File: src/rtl/branch_ctrl.sv
// Branch controller: decodes control-flow opcodes and drives the program-counter
// load port. It owns a 4-entry return stack and a RUN/HALT state machine.
module branch_ctrl (
  input  logic       clk_i,
  input  logic       rst_i,
  input  logic [4:0] pc_addr_i,
  input  logic [7:0] instr_i,
  input  logic       zero_i,
  output logic       jmp_en_o,
  output logic [4:0] jmp_addr_o,
  output logic       halted_o,
  output logic       fault_o,
  output logic [2:0] depth_o
);

  localparam logic [0:0] StRun  = 1'b0;
  localparam logic [0:0] StHalt = 1'b1;

  localparam logic [2:0] OpNop  = 3'b000;
  localparam logic [2:0] OpJmp  = 3'b001;
  localparam logic [2:0] OpJz   = 3'b010;
  localparam logic [2:0] OpJnz  = 3'b011;
  localparam logic [2:0] OpCall = 3'b100;
  localparam logic [2:0] OpRet  = 3'b101;
  localparam logic [2:0] OpHlt  = 3'b110;
  localparam logic [2:0] OpRsv  = 3'b111;

  localparam logic [2:0] StackDepth = 3'd4;

  logic [0:0] state_q, state_d;
  logic [2:0] sp_q, sp_d;
  logic [4:0] halt_addr_q, halt_addr_d;
  logic       fault_q, fault_d;
  logic [4:0] stack_q [4];

  logic       push;
  logic [4:0] push_val;
  logic [1:0] top_idx;
  logic [4:0] top_val;
  logic [2:0] opcode;
  logic [4:0] target;

  assign opcode   = instr_i[7:5];
  assign target   = instr_i[4:0];
  // 5-bit add wraps 31 -> 0 naturally.
  assign push_val = pc_addr_i + 5'd1;
  // Only meaningful while sp_q > 0; callers guard on that.
  assign top_idx  = sp_q[1:0] - 2'd1;
  assign top_val  = stack_q[top_idx];

  // Decode the current instruction into PC load request and next-state values.
  always_comb begin
    jmp_en_o    = 1'b0;
    jmp_addr_o  = 5'd0;
    state_d     = state_q;
    sp_d        = sp_q;
    halt_addr_d = halt_addr_q;
    fault_d     = fault_q;
    push        = 1'b0;
    if (rst_i) begin
      if (state_q == StHalt) begin
        // Park the PC on the halting instruction forever.
        jmp_en_o   = 1'b1;
        jmp_addr_o = halt_addr_q;
      end else begin
        case (opcode)
          OpNop, OpRsv: begin
            jmp_en_o   = 1'b0;
            jmp_addr_o = 5'd0;
          end
          OpJmp: begin
            jmp_en_o   = 1'b1;
            jmp_addr_o = target;
          end
          OpJz: begin
            jmp_en_o   = zero_i;
            jmp_addr_o = target;
          end
          OpJnz: begin
            jmp_en_o   = ~zero_i;
            jmp_addr_o = target;
          end
          OpCall: begin
            jmp_en_o = 1'b1;
            if (sp_q < StackDepth) begin
              jmp_addr_o = target;
              push       = 1'b1;
              sp_d       = sp_q + 3'd1;
            end else begin
              jmp_addr_o  = pc_addr_i;
              fault_d     = 1'b1;
              state_d     = StHalt;
              halt_addr_d = pc_addr_i;
            end
          end
          OpRet: begin
            jmp_en_o = 1'b1;
            if (sp_q != 3'd0) begin
              jmp_addr_o = top_val;
              sp_d       = sp_q - 3'd1;
            end else begin
              jmp_addr_o  = pc_addr_i;
              fault_d     = 1'b1;
              state_d     = StHalt;
              halt_addr_d = pc_addr_i;
            end
          end
          OpHlt: begin
            jmp_en_o    = 1'b1;
            jmp_addr_o  = pc_addr_i;
            state_d     = StHalt;
            halt_addr_d = pc_addr_i;
          end
          default: begin
            jmp_en_o   = 1'b0;
            jmp_addr_o = 5'd0;
          end
        endcase
      end
    end
  end

  // Register state, flags and return stack; synchronous reset wins over everything.
  always_ff @(posedge clk_i) begin
    if (!rst_i) begin
      state_q     <= StRun;
      sp_q        <= 3'd0;
      halt_addr_q <= 5'd0;
      fault_q     <= 1'b0;
      for (int i = 0; i < 4; i++) begin
        stack_q[i] <= 5'd0;
      end
    end else begin
      state_q     <= state_d;
      sp_q        <= sp_d;
      halt_addr_q <= halt_addr_d;
      fault_q     <= fault_d;
      if (push) begin
        stack_q[sp_q[1:0]] <= push_val;
      end
    end
  end

  assign halted_o = (state_q == StHalt);
  assign fault_o  = fault_q;
  assign depth_o  = sp_q;

endmodule

File: config.mk
export PLATFORM = sky130hd
export DESIGN_NAME = branch_ctrl
export DESIGN_NICKNAME = d
export VERILOG_FILES = /design/src/rtl/branch_ctrl.sv
export SDC_FILE = /design/constraint.sdc
export NUM_CORES = 1
export LEC_CHECK = 0
export CAP_MARGIN = 20
export CORE_MARGIN = 4
export CORE_UTILIZATION = 52
export CTS_BUF_LIST = sky130_fd_sc_hd__clkbuf_16
export CTS_CLUSTER_SIZE = 28
export DETAILED_ROUTE_END_ITERATION = 8
export MAX_ROUTING_LAYER = met4
export PLACE_DENSITY = 0.78
export SYNTH_ARGS = -nofsm -noshare
export SYNTH_HDL_FRONTEND = slang
export SYNTH_SLANG_ARGS = --single-unit
File: constraint.sdc
create_clock -name clk_i -period 2.4 [get_ports clk_i]
set_clock_uncertainty 0.05 [all_clocks]
set_input_delay 0.24 -clock clk_i [delete_from_list [all_inputs] [get_ports clk_i]]
set_output_delay 0.24 -clock clk_i [all_outputs]
set_load 0.01 [all_outputs]
==> results.rst <==
.. list-table::
   :header-rows: 1

   * - Metric
     - Value
   * - Run status
     - completed
   * - Number of post-CTS setup repair buffers
     - 0
   * - Detail-routed via count per cell
     - 5.492
   * - Number of nets in the synthesized netlist
     - 178
   * - Clock Root Buffer
     - sky130_fd_sc_hd__clkbuf_16
   * - Routed wire per std cell
     - 15.71 um
   * - Count of cells along the worst hold path
     - 2
   * - Synthesized instance count
     - 159
   * - Worst-Skew Late Latency
     - 270 ps
   * - Clock Sinks
     - 30
   * - Cells along the critical path
     - inv_1 > ha_1 > a211o_1 > and2_2 > a32oi_1 > o221ai_1 > clkbuf_2
   * - Number of placement rows
     - 20
   * - Depth of the worst register-to-register path
     - 5
   * - Clock transition at the register clock pins on the worst setup and hold paths after CTS
     - 50 ps
   * - Required time of the critical path
     - 2110 ps
   * - Class of the tightest hold or removal check
     - reg2reg
   * - Origin of the critical flop-to-flop path
     - halted_o
   * - Maximum number of pins on one net before global-route repair
     - 18
   * - Via count of the first global-routing pass
     - 1373
   * - Slew at the pin closest to its max-slew limit
     - 581.5 ps
   * - Library cell occupying the most area in the post-synthesis netlist
     - sky130_fd_sc_hd__edfxtp_1
   * - Filler Cell Count
     - 232
   * - RR Endpoint
     - stack_q[1][2]
   * - Post-synth EDFFs
     - 20
   * - Type of the worst setup path
     - reg2out
   * - Global placer's final weighted congestion
     - 0.9370
   * - Setup tns final
     - 0 ps
   * - Fraction of the cycle the final worst path needs
     - 0.9476
   * - Critical path arrival
     - 1980 ps
   * - DRC violations left
     - 0
   * - Fin. Hold Viols
     - 0
   * - Top cells by count, synth
     - 22 x sky130_fd_sc_hd__nor2_1, 20 x sky130_fd_sc_hd__edfxtp_1, 14 x sky130_fd_sc_hd__nand3_1
   * - Maximum cell stage delay along the critical path
     - 330 ps
   * - Post-synthesis to final-layout area growth
     - 31.58%
   * - Initial antenna violation count
     - 0
   * - Port Buffer Count
     - 26
   * - Sequential cell area fraction in the yosys report
     - 0.4871
   * - Total clock buffers created by CTS
     - 5
   * - Total global routing track utilization
     - 0.2193
   * - Antenna Violating Nets Remaining
     - 0
   * - Starting density of the core
     - 0.5430
   * - Top-level I/O count
     - 27
   * - Clock period minus worst slack
     - 2274 ps
   * - Share of flip-flops with an asynchronous set or reset
     - 0
   * - Pwr/cell area
     - 651.0 nW/um^2
   * - Syn_area_per_cell
     - 10.34 um^2
   * - Floorplan Core Area
     - 3028 um^2
   * - Post-DP HPWL
     - 2880 um
   * - Leakage power total
     - 0.0008222 uW
   * - Max clock buf depth
     - 2
   * - Final setup vio count
     - 0
   * - Die outline width
     - 64.23 um
   * - Worst ir drop on vdd
     - 608.1 uV
   * - Most common flop cell mapped by yosys
     - sky130_fd_sc_hd__edfxtp_1
   * - Element type at the critical path start
     - flip-flop
   * - Detailed Routing Iterations Pass 1
     - 4
   * - Most common cell in the synthesized netlist
     - sky130_fd_sc_hd__nor2_1
   * - Total routed wirelength
     - 3801 um
   * - DR iter-0 viols
     - 114
   * - Ant diodes
     - 0
   * - Deepest level of the CTS H-tree
     - 2
   * - Share of cells above drive strength 1
     - 0.2020
   * - Total of flip-flops plus latches after synthesis
     - 30
   * - Worst hold slack
     - 424.0 ps
   * - Number of library cell types mapped by synthesis
     - 35
   * - CTS tree
     - yes
   * - Hold path endpoint
     - halt_addr_q[4]
   * - Worst-case register-to-register setup slack
     - 430 ps
   * - Global-route wire length before repair
     - 6610 um
   * - Die height
     - 64.23 um
   * - Highest clock frequency the design can meet
     - 439.7 MHz
   * - Crit-path slowest cell
     - sky130_fd_sc_hd__dfxtp_1
   * - Die area
     - 4125 um^2
   * - Count of hold buffers inserted by post-cts repair
     - 0
   * - Leftover overflow at the end of global routing
     - 0
   * - Number of maximum-capacitance violations
     - 0
   * - Nets
     - 216
   * - Tightest slew margin relative to the limit
     - 0.6082
   * - Total via count after detailed routing
     - 1329
   * - Synthesis warning total
     - 0
   * - Biggest fanout along the worst timing path
     - 6
   * - Source of the worst hold timing path
     - halt_addr_q[4]
   * - Max Transition Viols Final
     - 0
   * - Post-synth design cell area
     - 1644 um^2
   * - CP endpoint kind
     - output port
   * - Main area contributors after synthesis
     - sky130_fd_sc_hd__edfxtp_1 37%, sky130_fd_sc_hd__dfxtp_1 12%, sky130_fd_sc_hd__mux4_2 6.8%
   * - Yosys top cell area share
     - 0.3653
## how the worst max path moves through the flow
stage          slack [ps]  startpoint       endpoint
2_1_floorplan         230  depth_o[0]  jmp_addr_o[0]
3_3_place_gp         -140  instr_i[6]  jmp_addr_o[4]
3_5_place_dp         -220  instr_i[6]  jmp_addr_o[2]
4_1_cts               0.6  depth_o[0]  jmp_addr_o[0]
5_1_grt               -20  instr_i[6]  jmp_addr_o[0]
6_report              130  depth_o[0]  jmp_addr_o[1]
## repair_timing
action	CTS	global route
pin swaps	1	0
gates resized for setup	11	8
cloned	0	0
hold endpoints to repair	0	0
setup endpoints to repair	5	5
## final cells by class
type | instances | area (um^2) | share of cell area
Tap cell | 44 | 55.05 | 0.02545
Multi-Input combinational cell | 107 | 759.5 | 0.3511
Timing Repair Buffer | 44 | 370.4 | 0.1712
Inverter | 9 | 33.78 | 0.01562
Clock buffer | 5 | 125.1 | 0.05784
Clock inverter | 3 | 18.77 | 0.008676
Sequential cell | 30 | 800.8 | 0.3702
## sequential cells by signal, indices dropped and copies added, names as in the netlist
register,count
halt_addr_q,5
fault_o,1
depth_o,3
halted_o,1
stack_q,20
## power breakdown
group / total (uW) / internal [uW] / switching (uW)
clock: 601 / 379 / 222
sequential: 589 / 575 / 14.2
combinational: 218 / 107 / 111
## metal layers
metal	GRT usage	routed length (um)	vias up
li1	-	-	657
met1	0.2622	1620	628
met2	0.3406	1909	36
met3	0.07030	188	8
met4	0.09499	82	0
met5	-	0	-
## layout by cell type, fill, tap and decap left out
| master | instances |
|---|---|
| sky130_fd_sc_hd__nor2_1 | 22 |
| sky130_fd_sc_hd__clkdlybuf4s50_1 | 21 |
| sky130_fd_sc_hd__edfxtp_1 | 20 |
| sky130_fd_sc_hd__buf_4 | 18 |
| sky130_fd_sc_hd__nand3_1 | 14 |
| sky130_fd_sc_hd__inv_1 | 10 |
| sky130_fd_sc_hd__nand2_1 | 10 |
| sky130_fd_sc_hd__dfxtp_1 | 10 |
| sky130_fd_sc_hd__o21ai_0 | 9 |
| sky130_fd_sc_hd__or3_1 | 5 |
| sky130_fd_sc_hd__mux4_2 | 5 |
| sky130_fd_sc_hd__o221ai_1 | 5 |
| sky130_fd_sc_hd__clkbuf_16 | 5 |
| sky130_fd_sc_hd__clkbuf_2 | 5 |
| sky130_fd_sc_hd__nor2b_1 | 4 |
| sky130_fd_sc_hd__a32oi_1 | 4 |
| sky130_fd_sc_hd__xnor2_1 | 3 |
| sky130_fd_sc_hd__a21oi_1 | 3 |
| sky130_fd_sc_hd__a211o_1 | 2 |
| sky130_fd_sc_hd__xor2_1 | 2 |
| sky130_fd_sc_hd__and2_1 | 2 |
| sky130_fd_sc_hd__ha_1 | 2 |
| sky130_fd_sc_hd__clkinvlp_4 | 2 |
| sky130_fd_sc_hd__nand3b_1 | 1 |
| sky130_fd_sc_hd__and2_2 | 1 |
| sky130_fd_sc_hd__or4b_1 | 1 |
| sky130_fd_sc_hd__nor3b_4 | 1 |
| sky130_fd_sc_hd__o2111ai_1 | 1 |
| sky130_fd_sc_hd__a32oi_2 | 1 |
| sky130_fd_sc_hd__nand4b_2 | 1 |
| sky130_fd_sc_hd__nand4_1 | 1 |
| sky130_fd_sc_hd__o211ai_1 | 1 |
| sky130_fd_sc_hd__nand4b_1 | 1 |
| sky130_fd_sc_hd__nand2b_1 | 1 |
| sky130_fd_sc_hd__o211ai_2 | 1 |
| sky130_fd_sc_hd__mux2i_1 | 1 |
| sky130_fd_sc_hd__a21boi_1 | 1 |
| sky130_fd_sc_hd__fa_1 | 1 |
## critical path: cells and delay by family (launching register included)
| kind | cells | cell delay, ps |
|---|---|---|
| buffers and inverters | 2 | 250 |
| flip-flops | 1 | 330 |
| AO/OA/AOI/OAI | 3 | 670 |
| adder cells (fa/ha/maj) | 1 | 220 |
| AND/OR/NAND/NOR | 1 | 250 |
## per-stage QoR
step,total power (uW),area (um^2),cells,utilization,worst slack [ps]
after global placement,812.9,2036,234,0.6723,-143.4
after CTS,1416,2180,242,0.7198,0.6333
after global routing,1478,2163,242,0.7145,-18.27
after detailed placement,820.2,2036,234,0.6723,-216.8
final,1408,2163,242,0.7145,125.7
after floorplan,719.1,1644,159,-,226.2
## cell families (layout without fill, tap and decap cells)
family,count (synthesis),in the layout,share of synthesized area
adder cells (fa/ha/maj),3,3,0.02740
multiplexers,6,6,0.07458
AO/OA/AOI/OAI,28,28,0.1225
XOR/XNOR,5,5,0.02664
AND/OR/NAND/NOR,65,65,0.2055
flip-flops,30,30,0.4871
buffers and inverters,22,61,0.05632
Note: power is estimated with default switching activity, not from simulation.
